<file path="config.mk">
export PLATFORM = sky130hd
export DESIGN_NAME = mac_result_writer_flat
export DESIGN_NICKNAME = d
export VERILOG_FILES = /design/src/rtl/mac_result_writer_if.sv /design/src/rtl/mac_result_writer.sv /design/src/flat_wrapper.sv
export SDC_FILE = /design/constraint.sdc
export NUM_CORES = 1
export LEC_CHECK = 0
export ABC_CLOCK_PERIOD_IN_PS = 10600
export BUFFER_PORTS_ARGS = -buffer_cell sky130_fd_sc_hd__buf_4
export CORE_UTILIZATION = 36
export CTS_BUF_LIST = sky130_fd_sc_hd__clkbuf_4 sky130_fd_sc_hd__clkbuf_8
export DETAILED_ROUTE_END_ITERATION = 8
export PLACE_DENSITY = 0.5
export SETUP_SLACK_MARGIN = 0.1
export SYNTH_ARGS = -nofsm -noshare
export SYNTH_HDL_FRONTEND = slang
export SYNTH_SLANG_ARGS = --single-unit
</file>
<file path="constraint.sdc">
create_clock -name clk -period 10.6 [get_ports clk]
set_input_delay 2.12 -clock clk [delete_from_list [all_inputs] [get_ports clk]]
set_output_delay 2.12 -clock clk [all_outputs]
set_load 0.005 [all_outputs]
</file>
<file path="src/rtl/mac_result_writer_if.sv">
//------------------------------------------------------------------------------
// mac_result_writer_if
// Bundles the MAC result stream (with its stall back-channel) and the output
// memory write port used by mac_result_writer.
// Revision: 1.0 - initial release
//------------------------------------------------------------------------------
`default_nettype none

interface mac_result_writer_if #(
   parameter int DATA_WIDTH = 16,
   parameter int CH_WIDTH   = 32,
   parameter int ADDR_WIDTH = 16
);
   // MAC result stream
   logic                  res_valid;
   logic [DATA_WIDTH-1:0] res_data;
   logic [CH_WIDTH-1:0]   res_ch;
   logic                  res_final;
   logic                  stall;

   // memory write port
   logic                  mem_we;
   logic [ADDR_WIDTH-1:0] mem_addr;
   logic [DATA_WIDTH-1:0] mem_wdata;
   logic                  mem_ready;

   // environment side: MAC feeder plus output memory
   modport master (
      output res_valid, res_data, res_ch, res_final, mem_ready,
      input  stall, mem_we, mem_addr, mem_wdata
   );

   // writer side
   modport slave (
      input  res_valid, res_data, res_ch, res_final, mem_ready,
      output stall, mem_we, mem_addr, mem_wdata
   );
endinterface

`default_nettype wire

</file>
<file path="src/rtl/mac_result_writer.sv">
//------------------------------------------------------------------------------
// mac_result_writer
// Consumer end of the MAC output: buffers final accumulator results in a small
// FIFO, writes them to output memory with generated addresses, and raises a
// stall early enough that results already inside the MAC pipeline still fit.
// Revision: 1.0 - initial release
//------------------------------------------------------------------------------
`default_nettype none

module mac_result_writer #(
   parameter int DATA_WIDTH = 16,
   parameter int CH_WIDTH   = 32,
   parameter int ADDR_WIDTH = 16,
   parameter int FIFO_DEPTH = 8,
   parameter int PIPE_SLACK = 4
) (
   input  wire logic                  clk,
   input  wire logic                  arst_n_in,
   input  wire logic                  start,
   input  wire logic                  flush,
   input  wire logic [ADDR_WIDTH-1:0] base_addr,
   input  wire logic [ADDR_WIDTH-1:0] ch_stride,
   input  wire logic [CH_WIDTH-1:0]   num_ch,
   mac_result_writer_if.slave         bus,
   output logic                       busy,
   output logic                       done,
   output logic                       overflow,
   output logic [15:0]                words_written
);

   localparam int PTR_W = (FIFO_DEPTH > 1) ? $clog2(FIFO_DEPTH) : 1;
   localparam logic [PTR_W:0] FULL_LVL  = (PTR_W+1)'(FIFO_DEPTH);
   localparam logic [PTR_W:0] STALL_LVL = (PTR_W+1)'(FIFO_DEPTH - PIPE_SLACK);

   typedef enum logic [1:0] {
      ST_IDLE  = 2'd0,
      ST_RUN   = 2'd1,
      ST_DRAIN = 2'd2
   } state_t;

   state_t state;
   state_t state_nxt;

   // layer context captured on start
   logic [ADDR_WIDTH-1:0] base_q;
   logic [ADDR_WIDTH-1:0] stride_q;
   logic [CH_WIDTH-1:0]   last_ch;
   logic [ADDR_WIDTH-1:0] pixel_idx;

   // result FIFO
   logic [DATA_WIDTH-1:0] fifo_data [FIFO_DEPTH];
   logic [CH_WIDTH-1:0]   fifo_ch   [FIFO_DEPTH];
   logic [PTR_W-1:0]      wr_ptr;
   logic [PTR_W-1:0]      rd_ptr;
   logic [PTR_W:0]        count;

   logic                  fifo_empty;
   logic                  fifo_full;
   logic                  push_req;
   logic                  push_ok;
   logic                  drop;
   logic                  pop;
   logic                  start_acc;
   logic [DATA_WIDTH-1:0] head_data;
   logic [CH_WIDTH-1:0]   head_ch;
   logic [ADDR_WIDTH-1:0] head_ch_addr;
   logic [ADDR_WIDTH-1:0] addr_calc;

   assign fifo_empty = (count == '0);
   assign fifo_full  = (count == FULL_LVL);
   assign start_acc  = (state == ST_IDLE) && start;

   // partial sums and anything seen while idle never enter the buffer
   assign push_req   = (state != ST_IDLE) && bus.res_valid && bus.res_final;
   // a full buffer still accepts a result if the head leaves in the same cycle
   assign push_ok    = push_req && (!fifo_full || pop);
   assign drop       = push_req && fifo_full && !pop;
   assign pop        = bus.mem_we && bus.mem_ready;

   assign head_data  = fifo_data[rd_ptr];
   assign head_ch    = fifo_ch[rd_ptr];

   // channel tag reduced to address width before the stride multiply
   generate
      if (CH_WIDTH >= ADDR_WIDTH) begin : g_ch_trunc
         assign head_ch_addr = head_ch[ADDR_WIDTH-1:0];
      end else begin : g_ch_extend
         assign head_ch_addr = {{(ADDR_WIDTH-CH_WIDTH){1'b0}}, head_ch};
      end
   endgenerate

   // address wraps naturally at ADDR_WIDTH bits
   assign addr_calc     = base_q + head_ch_addr * stride_q + pixel_idx;

   assign bus.mem_we    = !fifo_empty;
   assign bus.mem_addr  = bus.mem_we ? addr_calc : '0;
   assign bus.mem_wdata = bus.mem_we ? head_data : '0;
   assign bus.stall     = (state != ST_IDLE) && (count >= STALL_LVL);
   assign busy          = (state != ST_IDLE);

   // FIFO storage; contents are don't-care until pointed at by a valid count
   always_ff @(posedge clk) begin
      if (push_ok) begin
         fifo_data[wr_ptr] <= bus.res_data;
         fifo_ch[wr_ptr]   <= bus.res_ch;
      end
   end

   // FIFO pointers and occupancy
   always_ff @(posedge clk or negedge arst_n_in) begin
      if (!arst_n_in) begin
         wr_ptr <= '0;
         rd_ptr <= '0;
         count  <= '0;
      end else begin
         if (push_ok) begin
            wr_ptr <= wr_ptr + PTR_W'(1);
         end
         if (pop) begin
            rd_ptr <= rd_ptr + PTR_W'(1);
         end
         case ({push_ok, pop})
            2'b10:   count <= count + (PTR_W+1)'(1);
            2'b01:   count <= count - (PTR_W+1)'(1);
            default: count <= count;
         endcase
      end
   end

   // layer context, pixel walk, write counter and sticky overflow
   always_ff @(posedge clk or negedge arst_n_in) begin
      if (!arst_n_in) begin
         base_q        <= '0;
         stride_q      <= '0;
         last_ch       <= '0;
         pixel_idx     <= '0;
         words_written <= '0;
         overflow      <= 1'b0;
      end else if (start_acc) begin
         base_q        <= base_addr;
         stride_q      <= ch_stride;
         last_ch       <= num_ch - CH_WIDTH'(1);
         pixel_idx     <= '0;
         words_written <= '0;
         overflow      <= 1'b0;
      end else begin
         if (pop) begin
            if (words_written != 16'hFFFF) begin
               words_written <= words_written + 16'd1;
            end
            // last channel of a pixel written: move on to the next pixel
            if (head_ch == last_ch) begin
               pixel_idx <= pixel_idx + ADDR_WIDTH'(1);
            end
         end
         if (drop) begin
            overflow <= 1'b1;
         end
      end
   end

   // state register
   always_ff @(posedge clk or negedge arst_n_in) begin
      if (!arst_n_in) begin
         state <= ST_IDLE;
      end else begin
         state <= state_nxt;
      end
   end

   // next state and completion pulse; a result arriving on the last drain
   // cycle holds the block in DRAIN so it is not stranded in IDLE
   always_comb begin
      state_nxt = state;
      done      = 1'b0;
      case (state)
         ST_IDLE: begin
            if (start) begin
               state_nxt = ST_RUN;
            end
         end
         ST_RUN: begin
            if (flush) begin
               state_nxt = ST_DRAIN;
            end
         end
         ST_DRAIN: begin
            if (fifo_empty && !push_req) begin
               state_nxt = ST_IDLE;
               done      = 1'b1;
            end
         end
         default: begin
            state_nxt = ST_IDLE;
         end
      endcase
   end

endmodule

`default_nettype wire

</file>
<file path="src/flat_wrapper.sv">
// flat-port wrapper written by rule: the top's interface ports become plain ports
module mac_result_writer_flat 
#(
   parameter int DATA_WIDTH = 16,
   parameter int CH_WIDTH   = 32,
   parameter int ADDR_WIDTH = 16,
   parameter int FIFO_DEPTH = 8,
   parameter int PIPE_SLACK = 4
)
  (clk, arst_n_in, start, flush, base_addr, ch_stride, num_ch, busy, done, overflow, words_written, bus_res_valid, bus_res_data, bus_res_ch, bus_res_final, bus_mem_ready, bus_stall, bus_mem_we, bus_mem_addr, bus_mem_wdata);
  mac_result_writer_if #(.DATA_WIDTH(DATA_WIDTH), .CH_WIDTH(CH_WIDTH), .ADDR_WIDTH(ADDR_WIDTH)) bus_i ();
  input  wire logic clk;
  input  wire logic arst_n_in;
  input  wire logic start;
  input  wire logic flush;
  input  wire logic [ADDR_WIDTH-1:0] base_addr;
  input  wire logic [ADDR_WIDTH-1:0] ch_stride;
  input  wire logic [CH_WIDTH-1:0] num_ch;
  output logic busy;
  output logic done;
  output logic overflow;
  output logic [15:0] words_written;
  input wire logic [$bits(bus_i.res_valid)-1:0] bus_res_valid;
  input wire logic [$bits(bus_i.res_data)-1:0] bus_res_data;
  input wire logic [$bits(bus_i.res_ch)-1:0] bus_res_ch;
  input wire logic [$bits(bus_i.res_final)-1:0] bus_res_final;
  input wire logic [$bits(bus_i.mem_ready)-1:0] bus_mem_ready;
  output wire logic [$bits(bus_i.stall)-1:0] bus_stall;
  output wire logic [$bits(bus_i.mem_we)-1:0] bus_mem_we;
  output wire logic [$bits(bus_i.mem_addr)-1:0] bus_mem_addr;
  output wire logic [$bits(bus_i.mem_wdata)-1:0] bus_mem_wdata;
  assign bus_i.res_valid = bus_res_valid;
  assign bus_i.res_data = bus_res_data;
  assign bus_i.res_ch = bus_res_ch;
  assign bus_i.res_final = bus_res_final;
  assign bus_i.mem_ready = bus_mem_ready;
  assign bus_stall = bus_i.stall;
  assign bus_mem_we = bus_i.mem_we;
  assign bus_mem_addr = bus_i.mem_addr;
  assign bus_mem_wdata = bus_i.mem_wdata;
  mac_result_writer #(.DATA_WIDTH(DATA_WIDTH), .CH_WIDTH(CH_WIDTH), .ADDR_WIDTH(ADDR_WIDTH), .FIFO_DEPTH(FIFO_DEPTH), .PIPE_SLACK(PIPE_SLACK)) u_core (.clk(clk), .arst_n_in(arst_n_in), .start(start), .flush(flush), .base_addr(base_addr), .ch_stride(ch_stride), .num_ch(num_ch), .bus(bus_i), .busy(busy), .done(done), .overflow(overflow), .words_written(words_written));
endmodule
</file>
After elaboration in Yosys (flattened, before gate mapping)

Memory sizes are Yosys's and may differ from the RTL's.
Index checks and enable logic that the tools add are counted.

Bits in registers: 109
Memory bits (writable): 384
Bits of input ports: 119
Output and inout bits: 53
Word-level logic and storage cells: 77
Memories kept: 2

$add $sub $neg: 9
Multiply operators: 1
$lt $le $gt $ge: 1
Eq/ne operators: 10
Multiplexer cells: 19
Reduce and logical (&&, ||, !) cells: 25

Memories:

| name             | depth | bits a word | read ports | clocked after Yosys merged registers in | wr ports | line                    | RTL |
|---|---|---|---|---|---|---|---|
| u_core.fifo_ch   | 8     | 32          | 1          | 0                                       | 1        | mac_result_writer.sv:52 | `logic [CH_WIDTH-1:0] fifo_ch [FIFO_DEPTH];` |
| u_core.fifo_data | 8     | 16          | 1          | 0                                       | 1        | mac_result_writer.sv:51 | `logic [DATA_WIDTH-1:0] fifo_data [FIFO_DEPTH];` |

Operator list:

| kind                  | count |
|---|---|
| $mux 16               | 8 |
| $add 16x1->16 const B | 2 |
| $add 16x16->16        | 2 |
| $eq 32x32->1          | 1 |
| $sub 32x1->32 const B | 1 |
| $mul 16x16->16        | 1 |
| $ne 16x16->1 const B  | 1 |
| $reduce_bool 2->1     | 6 |
| $logic_and 1x1->1     | 9 |
| $pmux 4 s2            | 1 |
| $add 3x1->3 const B   | 2 |
| $mux 1                | 6 |
| $mux 2                | 3 |
| $pmux 2 s3            | 1 |
| $add 4x1->4 const B   | 1 |
| $eq 2x1->1 const B    | 2 |
| $eq 2x2->1 const B    | 2 |
| $eq 4x4->1 const B    | 1 |
| $ge 4x3->1 const B    | 1 |
| $logic_not 1->1       | 4 |
| $logic_not 4->1       | 1 |
| $ne 2x2->1 const B    | 2 |
| $reduce_and 2->1      | 2 |
| $sub 4x1->4 const B   | 1 |
| 4 further kinds       | 4 |

Depth between registers and ports, before layout

Depth after elaboration: 7
Gate-level depth with buffers: 26
Gate-level depth less buffers: 23

Worst setup path after synthesis

Ideal clock, no wire load.

Kind: register -> output
Start: register u_core.rd_ptr[2]
End: output port bus_mem_addr[14]
Data arrival time: 6.098 ns
Data required time: 8.480 ns
Setup slack: 2.382 ns
Stages on the path, launching flop included: 22
Buffers on the path: 3
Path through: dfrtp_1 > buf_4 > clkbuf_1 > mux4_2 > mux2_2 > clkbuf_1 > and2_1 > fa_1 > inv_1 > fa_1 > fa_1 > fa_1 > inv_1 > fa_1 > inv_1 > fa_1 > inv_1 > ha_1 > o21a_1 > a2111oi_0 > nor3_1 > nor3b_1

Cells in the longest elaborated chain, start to end: 5

Ends and longest elaborated chain:

| what                        | line                     | RTL |
|---|---|---|
| from (decl)                 | mac_result_writer.sv:54  | `logic [PTR_W-1:0] rd_ptr;` |
| from (signal assigned)      | mac_result_writer.sv:120 | `rd_ptr <= rd_ptr + PTR_W'(1);` |
| $mem_v2 8x32                | --                       |  |
| $mul 16x16->16              | mac_result_writer.sv:93  | `assign addr_calc = base_q + head_ch_addr * stride_q + pixel_idx;` |
| $add 16x16->16 (2 in a row) | mac_result_writer.sv:93  |  |
| $mux 16                     | mac_result_writer.sv:96  | `assign bus.mem_addr = bus.mem_we ? addr_calc : '0;` |
| to (decl)                   | flat_wrapper.sv:30       | `output wire logic [$bits(bus_i.mem_addr)-1:0] bus_mem_addr;` |

No other way between the ends.

Final worst setup path

Start: register u_core.rd_ptr[1]
End: output port bus_mem_addr[14]

The elaborated chain is that of the path after synthesis.

==> impl_metrics.tcl <==
set metrics [dict create \
    gp_congestion 0.767 \
    fin_tns_setup_ns 0 \
    grt_max_degree 69 \
    critPathMaxFanout 48 \
    final_common_cell "edfxtp_1" \
    max_slew_margin 0.217 \
    synth_seq_cells 493 \
    max-cap-violations 0 \
    status "finished clean" \
    critPathMostFrequentCell "fa_1" \
    die_w_um 265 \
    worst_pin_slew_ns 1.17 \
    yosysSeqAreaShare 0.572 \
    hold_path_class "reg -> reg" \
    cts.sinks 493 \
    critical_path_class "reg -> out" \
    start_util 0.364 \
    root_buffer "clkbuf_8" \
    port_buffers 171 \
    vias 14300 \
    cpPeakStageDelay_ns 0.97 \
    use_met2 0.301 \
    wl_per_cell_um 20.2 \
    worstPathRequired_ns 8.48 \
    wirelength_mm 60.4 \
    die_height_um 265 \
    ys.flop_type "edfxtp_1" \
    cts_buffers 86 \
    synth.avg_cell_area_sq_um 14.1 \
    drv_slew 0 \
    core-area_sq_mm 0.0686 \
    fmax_mhz 101 \
    die-area_sq_mm 0.0703 \
    grt_pass1_vias 15300 \
    clk_pin_slew_ns 0.06 \
    ant_nets 0 \
    fin_crit_ns 9.91 \
    grt_pass1_wl_mm 92.1 \
    startpoint_type "flip-flop" \
    met3_usage 0.0467 \
    dpl.cell_count 2828 \
    drtPass1Iterations 5 \
    mostFrequentLayoutCells "384 x edfxtp_1, 207 x nand2_1, 195 x buf_4, 184 x inv_1, 109 x fa_1" \
    synthAdderAreaFrac 0.117 \
    rsz0062_at_grt "false" \
    period_share 0.935 \
    synth_top_family_by_area "adder cells" \
    hold_violations 0 \
    synth_compound_area_frac 0.0228 \
    syn2layout_area_growth_pct 16.6 \
    final_nets 2272 \
    cp.arrival_ns 7.79 \
    syn_nets 2059 \
    clockBufferDepth 3 \
    crit_chain "and2b_1 > a22oi_2 > and2_1 > nand2_1 > fa_1 > fa_1 > inv_1 > ha_1 > fa_1 > ha_1 > inv_1 > fa_1 > inv_1 > ha_1 > a21oi_1 > o21bai_1 > a211o_1 > a2111oi_0 > nor3_1 > nor3b_1 > buf_4" \
    crit_path_end_kind "primary output" \
    finClkSkew_ns 0.0339 \
    yosysWarnings 0 \
    htreeDepth 3 \
    yosysUniqueCellTypes 58 \
    clkLatencyLatePin_ns 0.68 \
    io_pins 172 \
    synthCells 1773 \
    grt_overflow_total 0 \
    drt_drc_violations_left 0 \
    setup_violations 0 \
    antenna_found_initial 11 \
    placementRows 96 \
    synth_area_sq_mm 0.0249 \
    cts_tree "yes" \
    use_met1 0.216 \
    synth-simple-area-share 0.0922 \
    drt_iter0_drc 660 \
    viasPerCell 4.80 \
    top_usage_layer "met2" \
    synth_edf_count 384 \
    final_cell_count_no_fill 2986 \
    track_usage 0.175 \
    synthMuxAreaShare 0.111 \
    hpwlAfterDp_mm 38.1 \
    cp_slowest_cell "dfrtp_4" \
    synthXorXnorAreaFrac 0.0438 \
    drive_gt1_frac 0.219 \
    ys_async_sr_fraction 0.221 \
]
logic make-up after synthesis:
family,Yosys count
multiplexers,164
adder cells (fa/ha/maj),167
AO/OA/AOI/OAI,94
XOR/XNOR,120
AND/OR/NAND/NOR,479
flip-flops,493
buffers and inverters,256
routing by layer:
metal / vias up / wire length, um
met5: - / 104
met4: 16 / 1330
met3: 104 / 3190
met2: 258 / 30100
met1: 7321 / 25600
li1: 6643 / -
through the flow:
step	setup WS, ns	util	hold WS (ns)	instance area, sq um
finish	0.694	0.424	0.480	29100
global route	0.123	0.424	0.501	29100
CTS	0.198	0.423	0.477	29000
detailed placement	0.948	0.398	0.475	27300
global placement	0.930	0.398	0.458	27300
floorplan	2.38	-	0.446	24900
flip-flops by register name, summed over array words and instances (netlist names):
signal / cells
u_core.pixel_idx: 16
u_core.state: 2
u_core.last_ch: 32
u_core.words_written: 16
u_core.rd_ptr: 3
u_core.overflow: 1
u_core.fifo_ch: 256
u_core.wr_ptr: 3
u_core.count: 4
u_core.fifo_data: 128
u_core.stride_q: 16
u_core.base_q: 16
repair_timing:
action / CTS / global route
hold buffers: 0 / 0
resized for setup: 0 / 2
buffers inserted: 0 / 1
endpoints found under the setup margin: 0 / 2
worst max-delay path, delay by kind of cell, from the launching register on:
family	cells	cell delay (ns)
buf+inv	4	0.28
compound gates	5	1.79
fa+ha+maj	7	2.68
flops	1	0.97
simple gates	5	1.37
final cells by class:
| type | count | area [sq um] |
|---|---|---|
| antenna | 3 | 7.51 |
| clock buffer | 124 | 1530 |
| clock inverter | 30 | 213 |
| fill | 6390 | 39500 |
| inverter | 185 | 694 |
| multi-input combinational | 1024 | 9720 |
| sequential | 493 | 14300 |
| tap | 931 | 1160 |
| timing repair buffer | 196 | 1480 |
cells in the mapped netlist (4+ instances only):
cell type	number	share of area
xnor2_1	80	0.028
nor2_1	84	0.013
o21ai_0	47	0.0094
mux2_2	7	0.0032
edfxtp_1	384	0.46
and2_1	56	0.014
buf_2	4	0.00080
buf_6	7	0.0032
dfrtp_1	109	0.11
xor2_1	37	0.013
mux4_2	80	0.072
clkbuf_1	48	0.0072
or3_1	5	0.0013
nor3_1	16	0.0032
inv_1	184	0.028
or4_1	5	0.0015
o21bai_1	4	0.0012
buf_1	8	0.0012
fa_1	109	0.088
ha_1	58	0.029
nand3_2	4	0.0016
nand4_1	11	0.0028
nand2_1	208	0.031
nor2b_1	22	0.0055
nand3_1	11	0.0022
and3_1	13	0.0033
a31oi_1	5	0.0013
a21oi_1	14	0.0028
mux4_1	6	0.0063
a22o_1	6	0.0021
nand2b_1	18	0.0045
nor4_1	14	0.0035
mux2i_1	70	0.028
path summary, 6_finish.rpt:
path	slack, ns	endpoint	start	depth (start not counted)
max	0.69	bus_mem_addr[14]	u_core.rd_ptr[1]	21
max in group asynchronous	7.66	u_core.rd_ptr[1]	arst_n_in	2
min	0.48	u_core.state[0]	u_core.state[1]	1
min reg2reg	0.48	u_core.state[0]	u_core.state[1]	1
max reg2reg	5.60	u_core.pixel_idx[13]	u_core.rd_ptr[0]	9
min in group asynchronous	1.54	u_core.words_written[10]	arst_n_in	1
Power is not shown: default switching activity piles up to over one toggle a cycle in this logic, so the estimate is an artifact.
